<file path="src/rtl/bin2bcd_seq.sv">
// Sequential 20-bit binary to 6-digit packed BCD converter (double dabble, one bit per cycle).
// Define BCD_SAT_EN to saturate bcd_data to 999999 on overflow; otherwise the low six digits wrap.
module bin2bcd_seq #(
    parameter logic [23:0] INIT_BCD = 24'h000000
) (
    input  logic        clk,
    input  logic        rst,
    input  logic        bin_vld,
    input  logic [19:0] bin_data,
    output logic        bin_rdy,
    output logic        bcd_vld,
    output logic [23:0] bcd_data,
    output logic        ovf,
    output logic [1:0]  fsm_state
);

    // Handshake: a value transfers on a rising clk edge where bin_vld && bin_rdy;
    // bin_rdy is high only in IDLE, and bcd_vld is a single-cycle result strobe.
    typedef enum logic [1:0] {
        IDLE  = 2'd0,
        SHIFT = 2'd1,
        DONE  = 2'd2
    } state_t;

    state_t      state;
    logic [19:0] shift_q;
    logic [27:0] scratch_q;
    logic [4:0]  cnt_q;

    logic [27:0] adj;
    logic [27:0] scratch_n;
    logic [19:0] shift_n;

    assign fsm_state = state;

    always_comb begin
        adj = scratch_q;
        for (int i = 0; i < 7; i++) begin
            if (scratch_q[4*i +: 4] >= 4'd5) begin
                adj[4*i +: 4] = scratch_q[4*i +: 4] + 4'd3;
            end
        end
        {scratch_n, shift_n} = {adj, shift_q} << 1;
    end

    always_ff @(posedge clk) begin
        if (rst) begin
            state     <= IDLE;
            shift_q   <= '0;
            scratch_q <= '0;
            cnt_q     <= '0;
            bin_rdy   <= 1'b1;
            bcd_vld   <= 1'b0;
            bcd_data  <= INIT_BCD;
            ovf       <= 1'b0;
        end else begin
            case (state)
                IDLE: begin
                    bcd_vld <= 1'b0;
                    if (bin_vld && bin_rdy) begin
                        shift_q   <= bin_data;
                        scratch_q <= '0;
                        cnt_q     <= '0;
                        bin_rdy   <= 1'b0;
                        state     <= SHIFT;
                    end
                end
                SHIFT: begin
                    shift_q   <= shift_n;
                    scratch_q <= scratch_n;
                    cnt_q     <= cnt_q + 5'd1;
                    if (cnt_q == 5'd19) begin
                        // Result is taken from the final shift so it lands together with bcd_vld.
                        ovf     <= (scratch_n[27:24] != 4'd0);
`ifdef BCD_SAT_EN
                        bcd_data <= (scratch_n[27:24] != 4'd0) ? 24'h999999 : scratch_n[23:0];
`else
                        bcd_data <= scratch_n[23:0];
`endif
                        bcd_vld <= 1'b1;
                        state   <= DONE;
                    end
                end
                DONE: begin
                    bcd_vld <= 1'b0;
                    bin_rdy <= 1'b1;
                    state   <= IDLE;
                end
                default: begin
                    bcd_vld <= 1'b0;
                    bin_rdy <= 1'b1;
                    state   <= IDLE;
                end
            endcase
        end
    end

endmodule
</file>
<file path="config.mk">
export PLATFORM = sky130hd
export DESIGN_NAME = bin2bcd_seq
export DESIGN_NICKNAME = d
export VERILOG_FILES = /design/src/rtl/bin2bcd_seq.sv
export SDC_FILE = /design/constraint.sdc
export NUM_CORES = 1
export LEC_CHECK = 0
export BUFFER_PORTS_ARGS = -buffer_cell sky130_fd_sc_hd__buf_2
export CELL_PAD_IN_SITES_DETAIL_PLACEMENT = 0
export CELL_PAD_IN_SITES_GLOBAL_PLACEMENT = 1
export CORE_MARGIN = 2
export CORE_UTILIZATION = 48
export DETAILED_ROUTE_END_ITERATION = 12
export GPL_TIMING_DRIVEN = 0
export PLACE_DENSITY_LB_ADDON = 0.1
export SLEW_MARGIN = 15
export SYNTH_ARGS = -nofsm -noshare
export SYNTH_HDL_FRONTEND = slang
export SYNTH_SLANG_ARGS = --single-unit
</file>
<file path="constraint.sdc">
create_clock -name clk -period 2.3 [get_ports clk]
set_input_delay 0.46 -clock clk [delete_from_list [all_inputs] [get_ports clk]]
set_output_delay 0.46 -clock clk [all_outputs]
set_load 0.03 [all_outputs]
</file>
==> results.rst, run 1 <==
.. list-table::
   :header-rows: 1

   * - Metric
     - Value
   * - Starting density of the core
     - 50.0%
   * - Summed instance area of the synthesized netlist
     - 0.00388 sq mm
   * - Die area
     - 0.00882 sq mm
   * - Die Y-Extent
     - 93.9 um
   * - Die Width
     - 93.9 um
   * - Start of the worst register-to-register path
     - cnt_q[0]$_SDFFE_PP0P_
   * - Fill cell count
     - 739
   * - Hold Fails Final Rpt
     - 0
   * - Pin count of the biggest net entering global routing
     - 13
   * - Count of distinct cell types in the synthesized netlist
     - 40
   * - Critical hold path startpoint
     - bin_data[14]
   * - Category of the worst setup path capture point
     - flip-flop
   * - H-Tree Depth
     - 3
   * - Placed wire-length estimate after detailed placement
     - 6150 um
   * - Worst Path Arrival
     - 1990 ps
   * - Post-cts hold buffer count
     - 0
   * - Top cell type by total area after synthesis
     - dfxtp_1
   * - Wire length of the first global-routing pass
     - 14800 um
   * - Total negative slack for setup checks
     - 0 ps
   * - Overall track demand over capacity in global routing
     - 21.6%
   * - Lkg Pwr
     - 1.70 nW
   * - Routed Antenna Nets
     - 0
   * - Worst hold path type
     - in -> reg
   * - Most used standard cells in the synthesized netlist
     - dfxtp_1 (82), nand2_1 (44), nor2_1 (39), a21oi_1 (22)
   * - Avg Vias per Cell
     - 5.47
   * - Leading cell type by number of instances after synthesis
     - dfxtp_1
   * - Average instance area after synthesis
     - 9.58 sq um
   * - IR drop worst, VDD
     - 337 uV
   * - Worst setup skew after layout
     - 11.4 ps
   * - Share of synthesized area occupied by flip-flops and latches
     - 42.3%
   * - Total iterations of the first detailed-routing run
     - 4
   * - Worst reg2reg path depth
     - 6
   * - Cell Rows
     - 32
   * - Relative area change from synthesis to final layout
     - 15.4%
   * - Hold-critical path endpoint
     - shift_q[14]$_SDFFE_PP0P_
   * - Final Hold Slack
     - 367 ps
   * - Worst EP required
     - 2570 ps
   * - Max_cap viols
     - 0
   * - Number of global-route vias before repair
     - 3056
   * - Max Buffers Root-to-Sink
     - 2
   * - Clock Root Buffer
     - clkbuf_8
   * - Unrepaired setup endpoints after global routing
     - no
   * - R2R setup slack
     - 580 ps
   * - Overall routed net length
     - 8810 um
   * - Final nets
     - 504
   * - Post-synth top flop
     - dfxtp_1
   * - Aggregate global routing overflow
     - 0
   * - Terminus of the critical flop-to-flop path
     - bcd_data[2]$_SDFFE_PP0P_
   * - Synth top area cells
     - dfxtp_1 (42%), ha_1 (4.8%), a311oi_1 (4.7%)
   * - Fraction of layout cells with a size suffix above 1
     - 26.0%
   * - Area share of the leading cell type in the synthesized netlist
     - 42.3%
   * - Number of I/O pins
     - 52
   * - Clock transition at the register clock pins on the worst setup and hold paths after CTS
     - 80 ps
   * - Syn nets
     - 443
   * - # Post-CTS Setup Buffers
     - 0
   * - Synthesized netlist cell count
     - 405
   * - Post-detailed-route DRC marker count
     - 0
   * - Number of max-slew violations in the final report
     - 0
   * - Post-route cell area
     - 0.00448 sq mm
   * - Shortest clock period the worst path allows after layout
     - 1720 ps
   * - Number of antenna violations at the first check in global routing
     - 0
   * - Run status
     - complete, no violations
   * - Number of vias after detailed routing
     - 3130
   * - Number of instances on the worst hold path
     - 3
   * - Share of the cycle needed by the critical path after routing
     - 74.6%
   * - Setup violations, final
     - 0
   * - Number of clock sinks
     - 82
   * - Critical path launch point type
     - flip-flop
   * - Clock latency on the worst-skew pair
     - 350 ps
   * - Ys async rst share
     - 0%
   * - Power density cells
     - 653 mW/mm^2
   * - Register bit total from synthesis
     - 82
   * - Yosys Warn Count
     - 0
   * - Final GP Congestion
     - 0.835
   * - Clock buffer count from CTS
     - 9
   * - Routed len/inst
     - 15.4 um
   * - Measured slew at the worst slew-check pin
     - 635 ps
   * - Classification of the worst setup path
     - reg -> reg
   * - Core Footprint
     - 0.00777 sq mm
   * - Number of buffers inserted by port buffering
     - 50
   * - Ant diodes
     - 0
   * - Number of enable-type register cells in the synthesized netlist
     - 0
   * - Timing-limited maximum frequency
     - 583 MHz
   * - Largest fanout on the critical path
     - 10
   * - Post-CTS resize count
     - 0
   * - Cell area after placement
     - 0.00426 sq mm
   * - Worst relative slew slack
     - 57.6%
   * - Starting DRC count in detailed routing
     - 142
   * - CTS tree
     - yes
## registers in the layout, summed over array words and instances (netlist names)
register,count
scratch_q,28
bcd_data,24
shift_q,20
cnt_q,5
fsm_state,2
bcd_vld,1
bin_rdy,1
ovf,1
## layer usage
layer	up-vias	track usage, %	part of all wire (%)
li1	1583	-	-
met5	-	0	0
met1	1486	27.8	47
met2	50	36.4	48
met4	0	8.09	1.8
met3	11	3.45	3.0
## report_power, final
group / total (mW) / switching [mW] / internal (mW)
registers: 1.49 / 0.0269 / 1.46
clock network: 1.17 / 0.501 / 0.667
logic: 0.264 / 0.162 / 0.102
## logic make-up (layout without fill, tap and decap cells)
logic type | Yosys count | in the layout | synth area share, %
muxes | 9 | 9 | 2.55
xor gates and xnor gates | 7 | 7 | 1.58
buffers and inverters | 43 | 108 | 6.51
adders and majority gates | 15 | 15 | 4.84
and+or+nand+nor | 133 | 133 | 17.2
AOI/OAI and AO/OA | 116 | 116 | 25.0
DFF | 82 | 82 | 42.3
## critical path: stages, from the launching register on
cell and delay [ps]:
dfxtp_1 390, ha_1 260, nand2b_4 80, nor4_4 310, nand2b_2 160, buf_2 240, o22ai_1 190
## worst max path at each step
stage,startpoint,end,slack (ps),depth (start not counted)
finish,cnt_q[0]$_SDFFE_PP0P_,bcd_data[2]$_SDFFE_PP0P_,580,6
floorplan,fsm_state[0]$_SDFFE_PP0P_,ovf$_SDFFE_PP0P_,780,5
CTS,cnt_q[0]$_SDFFE_PP0P_,bcd_data[17]$_SDFFE_PP0P_,560,6
detailed placement,rst,cnt_q[2]$_SDFFE_PP0P_,520,4
global placement,rst,shift_q[0]$_SDFFE_PP0P_,540,4
global route,cnt_q[0]$_SDFFE_PP0P_,ovf$_SDFFE_PP0P_,470,6
## cell usage in the layout (no fill, tap or decap), types with 2 or more instances in the layout
| master | count |
|---|---|
| nand2b_1 | 21 |
| nand2b_4 | 2 |
| a211oi_1 | 2 |
| a32o_1 | 6 |
| buf_6 | 8 |
| mux2_2 | 7 |
| nand3_1 | 3 |
| a22o_1 | 3 |
| o21ai_0 | 9 |
| nor3b_1 | 13 |
| bufinv_16 | 2 |
| xnor2_1 | 7 |
| nand2_1 | 44 |
| mux2i_1 | 2 |
| nor2_1 | 39 |
| a21oi_1 | 22 |
| o22ai_1 | 12 |
| inv_1 | 15 |
| a311oi_1 | 21 |
| o2bb2ai_1 | 9 |
| nor3_1 | 3 |
| a211oi_2 | 10 |
| buf_4 | 5 |
| o2bb2ai_2 | 10 |
| o32ai_1 | 6 |
| clkbuf_8 | 11 |
| dfxtp_1 | 82 |
| nor2_2 | 3 |
| clkbuf_1 | 7 |
| ha_1 | 15 |
| buf_2 | 60 |
## through the flow
step	setup WS (ps)	utilization (%)	total power, mW	cells
after global placement	543	54.8	1.78	557
after detailed placement	522	54.8	1.79	557
final	585	57.6	2.92	572
after floorplan	776	-	1.71	405
after CTS	563	57.6	2.95	572
after global routing	466	57.6	3.04	572
## final cells by class
class	instances	area, sq um	area share [%]
Multi-Input combinational cell	280	1990	44.4
Sequential cell	82	1640	36.7
Timing Repair Buffer	50	250	5.59
Buffer	28	196	4.39
Clock buffer	13	159	3.55
Tap cell	102	128	2.85
Clock inverter	2	60.1	1.34
Inverter	15	56.3	1.26
Note: power is estimated with default switching activity, not from simulation.
==> run 2, diff against run 1 <==
Settings changed: CORE_UTILIZATION 48 to 44.
Clock period 2.3 ns to 1.6 ns, I/O delays scaled along.
==> run 2 against run 1 <==
  * Clock skew is 1.5 ps lower
  * First-iteration DRC count decreased by 43%
  * Via count grew 1.6%
  * Final cell count is 1.7% higher
  * Clock-buffer cell count fell by 2
  * Clock power rose by 29%
  * Worst setup slack got worse by 520 ps
  * Die area grew 8.7%
  * Wire length rose by 3.6%
  * Critical path depth is 2 higher
  * Non-clock buffer count increased by 5
  * Critical path type unchanged
  * Highest routed layer unchanged
==> results.rst, run 2 (same netlist as run 1, synthesis figures left out) <==
.. list-table::
   :header-rows: 1

   * - Metric
     - Value
   * - Worst setup slack after layout
     - 69.7 ps (-515 ps)
   * - Worst setup skew after layout
     - 9.90 ps (-1.52 ps)
   * - Die area
     - 0.00959 sq mm (+8.7%)
   * - Fraction of layout cells with a size suffix above 1
     - 33.3% (+7.4 points)
   * - Clock buffer count from CTS
     - 9 (unchanged)
   * - Relative area change from synthesis to final layout
     - 20.8%
   * - Hold Fails Final Rpt
     - 0 (unchanged)
   * - CP Launch Point
     - cnt_q[0]$_SDFFE_PP0P_
   * - Category of the worst setup path capture point
     - flip-flop
   * - Number of instances on the worst hold path
     - 3 (unchanged)
   * - Number of I/O pins
     - 52 (unchanged)
   * - Worst relative slew slack
     - 58.5% (+0.88 points)
   * - Ant diodes
     - 0 (unchanged)
   * - Final GP Congestion
     - 0.718 (-14%)
   * - Register containing the most flip-flops in the final layout
     - scratch_q
   * - Number of antenna violations at the first check in global routing
     - 0 (unchanged)
   * - Max Buffers Root-to-Sink
     - 2 (unchanged)
   * - Hold-critical path endpoint
     - shift_q[17]$_SDFFE_PP0P_
   * - Measured slew at the worst slew-check pin
     - 622 ps (-13.1 ps)
   * - Post-cts hold buffer count
     - 0 (unchanged)
   * - Share of the cycle needed by the critical path after routing
     - 95.6% (+21 points)
   * - Routed Antenna Nets
     - 0 (unchanged)
   * - Core Footprint
     - 0.00864 sq mm (+11%)
   * - Number of buffers inserted by port buffering
     - 50 (unchanged)
   * - Starting DRC count in detailed routing
     - 81 (-43%)
   * - Clock transition at the register clock pins on the worst setup and hold paths after CTS
     - 80 ps (about the same)
   * - Area of all sequential standard cells
     - 0.00166 sq mm (+0.99%)
   * - Multi-input combinational cell area
     - 0.00213 sq mm (+7.4%)
   * - Clock latency on the worst-skew pair
     - 350 ps (about the same)
   * - Aggregate global routing overflow
     - 0 (unchanged)
   * - Worst Path Arrival
     - 1800 ps (-190 ps)
   * - Wire length of the first global-routing pass
     - 15200 um (+2.3%)
   * - Number of global-route vias before repair
     - 3068 (+0.39%)
   * - Most common library cell in the layout ignoring fill and taps
     - dfxtp_1
   * - Setup violations, final
     - 0 (unchanged)
   * - Worst reg2reg path depth
     - 8 (+2)
   * - Run status
     - complete, no violations
   * - CTS tree
     - yes
   * - Clock Root Buffer
     - clkbuf_8
   * - H-Tree Depth
     - 3 (unchanged)
   * - Worst slack, placed
     - -137 ps (-659 ps)
   * - Most used cells in the layout excluding fill and tap cells
     - dfxtp_1 (71), buf_2 (59), nand2_1 (44), nor2_1 (39)
   * - Number of placed cells counting well taps
     - 563 (+1.1%)
   * - Post-detailed-route DRC marker count
     - 0 (unchanged)
   * - Power density cells
     - 861 mW/mm^2 (+32%)
   * - Avg Vias per Cell
     - 5.46 (-0.18%)
   * - Worst EP required
     - 1870 ps (-700 ps)
   * - Power, Total
     - 4.04 mW (+38%)
   * - Fill cell count
     - 846 (+14%)
   * - Timing-limited maximum frequency
     - 653 MHz (+12%)
   * - Die Width
     - 97.9 um (+4.3%)
   * - Die Y-Extent
     - 97.9 um (+4.3%)
   * - Registers with the most flip-flops
     - scratch_q (28), bcd_data (24), shift_q (20)
   * - Lkg Pwr
     - 1.79 nW (+5.1%)
   * - Number of clock sinks
     - 82 (unchanged)
   * - IR drop worst, VDD
     - 470 uV (+40%)
   * - Largest fanout on the critical path
     - 6 (-4)
   * - Total iterations of the first detailed-routing run
     - 4 (unchanged)
   * - Cell Rows
     - 34 (+6.3%)
   * - Classification of the worst setup path
     - reg -> reg
   * - Placed wire-length estimate after detailed placement
     - 6220 um (+0.99%)
   * - Shortest clock period the worst path allows after layout
     - 1530 ps (-185 ps)
   * - Routed len/inst
     - 15.7 um (+1.8%)
   * - Final Hold Slack
     - 231 ps (-136 ps)
   * - Layout Cells excl Fill
     - 582 (+1.7%)
   * - Number of vias after detailed routing
     - 3179 (+1.6%)
   * - Final nets
     - 509 (+0.99%)
   * - Start of the worst register-to-register path
     - cnt_q[0]$_SDFFE_PP0P_
   * - Critical path launch point type
     - flip-flop
   * - Worst hold path type
     - in -> reg
   * - Overall routed net length
     - 9120 um (+3.6%)
   * - Terminus of the critical flop-to-flop path
     - bcd_data[8]$_SDFFE_PP0P_
   * - Starting density of the core
     - 44.9% (-5.0 points)
   * - Critical hold path startpoint
     - bin_data[17]
   * - Number of max-slew violations in the final report
     - 0 (unchanged)
   * - Pin count of the biggest net entering global routing
     - 13 (unchanged)
   * - Max_cap viols
     - 0 (unchanged)
   * - R2R setup slack
     - 70 ps (-520 ps)
   * - Flip-flop count of the largest register after layout
     - 28 (unchanged)
   * - Overall track demand over capacity in global routing
     - 19.5% (-2.1 points)
==> run 2: changes by cell type in the layout (fill, tap and decap cells not counted), moves of 3 or more <==
cell / delta
inv_2: +3
dfxtp_1: -11
buf_4: +5
mux2_4: +5
a21oi_1: -7
inv_1: -3
ha_1: -8
dfxtp_2: +10
ha_4: +7
mux2_2: -5
a21oi_2: +7
==> run 2: where the power goes <==
group	switching (mW)	internal [mW]	total, mW	leakage, nW
Combinational	0.235	0.150	0.385	1.01
Sequential	0.0408	2.10	2.14	0.672
Clock	0.722	0.785	1.51	0.101
Total	0.997	3.04	4.04	1.79
==> run 2: per-stage QoR <==
stage	area (sq um)	utilization, %	setup TNS, ps
after floorplan	3880	-	0
after global placement	4270	49.4	-974
after global routing	4690	54.3	-4.36
final	4690	54.3	0
after CTS	4510	52.3	0
after detailed placement	4270	49.4	-1650
==> run 2: routing by layer <==
layer,GRT usage [%],wire (um),vias to the layer above
met4,7.37,157,0
li1,-,-,1593
met2,32.0,4270,73
met3,3.72,416,15
met1,25.4,4270,1498
met5,0,0,-
==> run 2: area by class of cell <==
| class | count | area share (%) |
|---|---|---|
| clock buffers | 11 | 3.23 |
| multi-input cells | 280 | 45.5 |
| flip-flops and latches | 82 | 35.4 |
| clock inverters | 3 | 0.854 |
| plain buffers | 28 | 4.51 |
| inverters | 15 | 1.20 |
| well taps | 108 | 2.88 |
| repair buffers | 55 | 6.41 |
==> run 2: worst max path at each step <==
| stage | end | depth (start not counted) |
|---|---|---|
| after floorplan | ovf$_SDFFE_PP0P_ | 5 |
| after global placement | ovf$_SDFFE_PP0P_ | 6 |
| after detailed placement | ovf$_SDFFE_PP0P_ | 6 |
| after CTS | bcd_data[14]$_SDFFE_PP0P_ | 6 |
| after global routing | scratch_q[18]$_SDFFE_PP0P_ | 6 |
| final | bcd_data[8]$_SDFFE_PP0P_ | 8 |
==> run 2: repair_timing <==
action	in CTS	in global routing
endpoints found under the hold margin	0	0
resized for setup	12	37
setup buffers	1	4
pin swaps	1	8
endpoints found under the setup margin	29	36
==> run 2: critical path: stages (launching register included) <==
cell and delay [ps]:
dfxtp_4 380, ha_4 160, nand2b_4 70, nor4_4 190, buf_4 190, buf_8 140, buf_12 110, nor2_1 40
a211oi_2 190
==> run 3, diff against run 2 <==
Settings changed: GPL_TIMING_DRIVEN 0 to unset, SKIP_CTS_REPAIR_TIMING set to 1.
==> run 3 against run 2 <==
  * Core utilization grew 0.61 points
  * Clock-buffer cell count grew 2
  * Fmax grew 0.53%
  * Sequential power is essentially flat
  * Cell area grew 1.1%
  * Die area is the same
  * Critical path depth shrank 2
  * Non-clock buffer count grew 9
  * Flip-flop and latch count is the same
  * First-iteration DRC count grew 31%
  * Clock skew shrank 4.5 ps
  * Wire length shrank 2.3%
  * Critical endpoint is now bcd_data[2]$_SDFFE_PP0P_
  * Largest cell class unchanged
  * Highest routed layer unchanged
==> results.rst, run 3 (same netlist as run 1, synthesis figures left out) <==
.. list-table::
   :header-rows: 1

   * - Metric
     - Value
   * - Run status
     - complete, no violations
   * - Die area
     - 0.00959 sq mm (unchanged)
   * - Overall routed net length
     - 8910 um (-2.3%)
   * - CP Launch Point
     - scratch_q[1]$_SDFFE_PP0P_
   * - Register containing the most flip-flops in the final layout
     - scratch_q
   * - Total length of routed met2 wires
     - 4080 um (-4.4%)
   * - Fraction of layout cells with a size suffix above 1
     - 33.3% (-0.069 points)
   * - Timing-limited maximum frequency
     - 657 MHz (+0.53%)
   * - Measured slew at the worst slew-check pin
     - 460 ps (-162 ps)
   * - Avg Vias per Cell
     - 5.37 (-1.8%)
   * - Lkg Pwr
     - 1.83 nW (+2.6%)
   * - Classification of the worst setup path
     - reg -> reg
   * - Number of global-route vias before repair
     - 2916 (-5.0%)
   * - Final nets
     - 518 (+1.8%)
   * - Power, Total
     - 4.23 mW (+4.9%)
   * - Endpoint of the most critical setup path
     - bcd_data[2]$_SDFFE_PP0P_
   * - Unrepaired setup endpoints after global routing
     - yes
   * - Start of the worst register-to-register path
     - scratch_q[1]$_SDFFE_PP0P_
   * - Overall track demand over capacity in global routing
     - 18.0% (-1.4 points)
   * - Power density cells
     - 893 mW/mm^2 (+3.7%)
   * - Uppermost metal layer occupied by signal nets
     - met4
   * - Most common library cell in the layout ignoring fill and taps
     - dfxtp_1
   * - Final core area utilization
     - 54.9% (+0.61 points)
   * - Final GP Congestion
     - 0.785 (+9.2%)
   * - Worst setup skew after layout
     - 5.36 ps (-4.54 ps)
   * - H-Tree Depth
     - 3 (unchanged)
   * - Share of total power consumed by net switching
     - 23.8% (-0.86 points)
   * - Worst reg2reg path depth
     - 6 (-2)
   * - Number of clock sinks
     - 82 (unchanged)
   * - Number of I/O pins
     - 52 (unchanged)
   * - Routed met3 length
     - 361 um (-13%)
   * - Routed Antenna Nets
     - 0 (unchanged)
   * - Cell area after placement
     - 0.00440 sq mm (+3.1%)
   * - Starting density of the core
     - 44.9% (unchanged)
   * - Internal cell power
     - 3.22 mW (+6.1%)
   * - Worst path slowest cell
     - mux2_2
   * - Registers with the most flip-flops
     - scratch_q (28), bcd_data (24), shift_q (20)
   * - Cells along the critical path
     - inv_1 -> ha_1 -> nand2b_1 -> a21oi_2 -> mux2_2 -> o22ai_1
   * - CTS tree
     - yes
   * - Ant diodes
     - 0 (unchanged)
   * - Clock buffer count from CTS
     - 9 (unchanged)
   * - Die Y-Extent
     - 97.9 um (unchanged)
   * - Wire length on met1
     - 4360 um (+2.0%)
   * - Worst EP required
     - 1880 ps (about the same)
   * - Shortest clock period the worst path allows after layout
     - 1520 ps (-8.03 ps)
   * - Critical path launch point type
     - flip-flop
   * - Worst relative slew slack
     - 69.1% (+11 points)
   * - Placed wire-length estimate after detailed placement
     - 5680 um (-8.6%)
   * - Slowest cell delay on critical path
     - 370 ps (about the same)
   * - Routed len/inst
     - 15.1 um (-3.9%)
   * - Worst Path Arrival
     - 1810 ps (about the same)
   * - Share of the cycle needed by the critical path after routing
     - 95.1% (-0.50 points)
   * - Number of vias after detailed routing
     - 3177 (-0.063%)
   * - Hold Fails Final Rpt
     - 0 (unchanged)
   * - Category of the worst setup path capture point
     - flip-flop
   * - Total negative slack for setup checks
     - 0 ps (unchanged)
   * - Starting DRC count in detailed routing
     - 106 (+31%)
   * - Number of antenna violations at the first check in global routing
     - 0 (unchanged)
   * - Clock latency on the worst-skew pair
     - 350 ps (about the same)
   * - Number of instances on the worst hold path
     - 3 (unchanged)
   * - Clock transition at the register clock pins on the worst setup and hold paths after CTS
     - 80 ps (about the same)
   * - R2R setup slack
     - 80 ps (about the same)
   * - Wire length of the first global-routing pass
     - 14100 um (-7.0%)
   * - Max_cap viols
     - 0 (unchanged)
   * - Power share of the sequential group
     - 50.6% (-2.5 points)
   * - Cell Rows
     - 34 (unchanged)
   * - IR drop worst, VDD
     - 544 uV (+16%)
   * - Post-route cell area
     - 0.00474 sq mm (+1.1%)
   * - Setup violations, final
     - 0 (unchanged)
   * - Clock Root Buffer
     - clkbuf_8
   * - Post-detailed-route DRC marker count
     - 0 (unchanged)
   * - Total iterations of the first detailed-routing run
     - 4 (unchanged)
   * - Largest fanout on the critical path
     - 3 (-3)
   * - Die Width
     - 97.9 um (unchanged)
   * - Number of max-slew violations in the final report
     - 0 (unchanged)
   * - Aggregate global routing overflow
     - 0 (unchanged)
   * - Relative contribution of the clock network to total power
     - 40.1% (+2.8 points)
   * - Number of buffers inserted by port buffering
     - 51 (+2.0%)
   * - Worst hold path type
     - in -> reg
   * - Final Hold Slack
     - 224 ps (-6.87 ps)
   * - Relative area change from synthesis to final layout
     - 22.1%
   * - Most used cells in the layout excluding fill and tap cells
     - dfxtp_1 (73), buf_2 (51), nand2_1 (43), nor2_1 (38), buf_4 (35)
   * - Terminus of the critical flop-to-flop path
     - bcd_data[2]$_SDFFE_PP0P_
   * - Logic gate share of total power
     - 9.3% (-0.2 points)
   * - Pin count of the biggest net entering global routing
     - 36 (+23)
   * - Max Buffers Root-to-Sink
     - 2 (unchanged)
   * - Core Footprint
     - 0.00864 sq mm (unchanged)
   * - Flip-flop count of the largest register after layout
     - 28 (unchanged)
   * - Reported net switching power
     - 1.01 mW (+1.2%)
==> run 3: layout make-up <==
cell class / count / area, sq um
Inverter: 15 / 56.3
Tap cell: 108 / 135
Clock inverter: 2 / 60.1
Sequential cell: 82 / 1660
Timing Repair Buffer: 92 / 621
Clock buffer: 13 / 159
Multi-Input combinational cell: 280 / 2050
Fill cell: 821 / 3900
==> run 3: worst min path at each step <==
stage	slack (ps)	startpoint	to
3_3_place_gp	460	scratch_q[25]$_SDFFE_PP0P_	scratch_q[25]$_SDFFE_PP0P_
5_1_grt	220	bin_data[13]	shift_q[13]$_SDFFE_PP0P_
4_1_cts	210	bin_data[7]	shift_q[7]$_SDFFE_PP0P_
3_5_place_dp	470	bcd_data[18]$_SDFFE_PP0P_	bcd_data[18]$_SDFFE_PP0P_
2_1_floorplan	450	cnt_q[4]$_SDFFE_PP0P_	cnt_q[4]$_SDFFE_PP0P_
6_report	220	bin_data[16]	shift_q[16]$_SDFFE_PP0P_
==> run 3: power by group through the flow <==
stage	logic, mW	clock network, mW	registers [mW]
global route	0.435	1.81	2.15
finish	0.394	1.70	2.14
floorplan	0.267	0	2.19
detailed placement	0.395	0	2.19
CTS	0.396	1.73	2.14
global placement	0.391	0	2.19
==> run 3: per-stage QoR <==
step                setup WS (ps)  std cells
floorplan                    76.2        405
global placement             40.9        571
detailed placement          -6.79        571
CTS                         -33.2        586
global route                -17.3        592
finish                       77.8        592
==> run 3: worst max-delay path: cells and delay by family, from the launching register on <==
family | cells | cell delay (ps)
AOI/OAI and AO/OA | 2 | 330
adders and majority gates | 1 | 170
buffers and inverters | 1 | 80
DFF | 1 | 360
muxes | 1 | 370
and+or+nand+nor | 1 | 150
==> run 3: routing by layer <==
metal  vias up  GRT usage, %
met1      1486          24.9
met4         0          7.05
met5         -             0
met2        68          28.3
li1       1613             -
met3        10          2.93
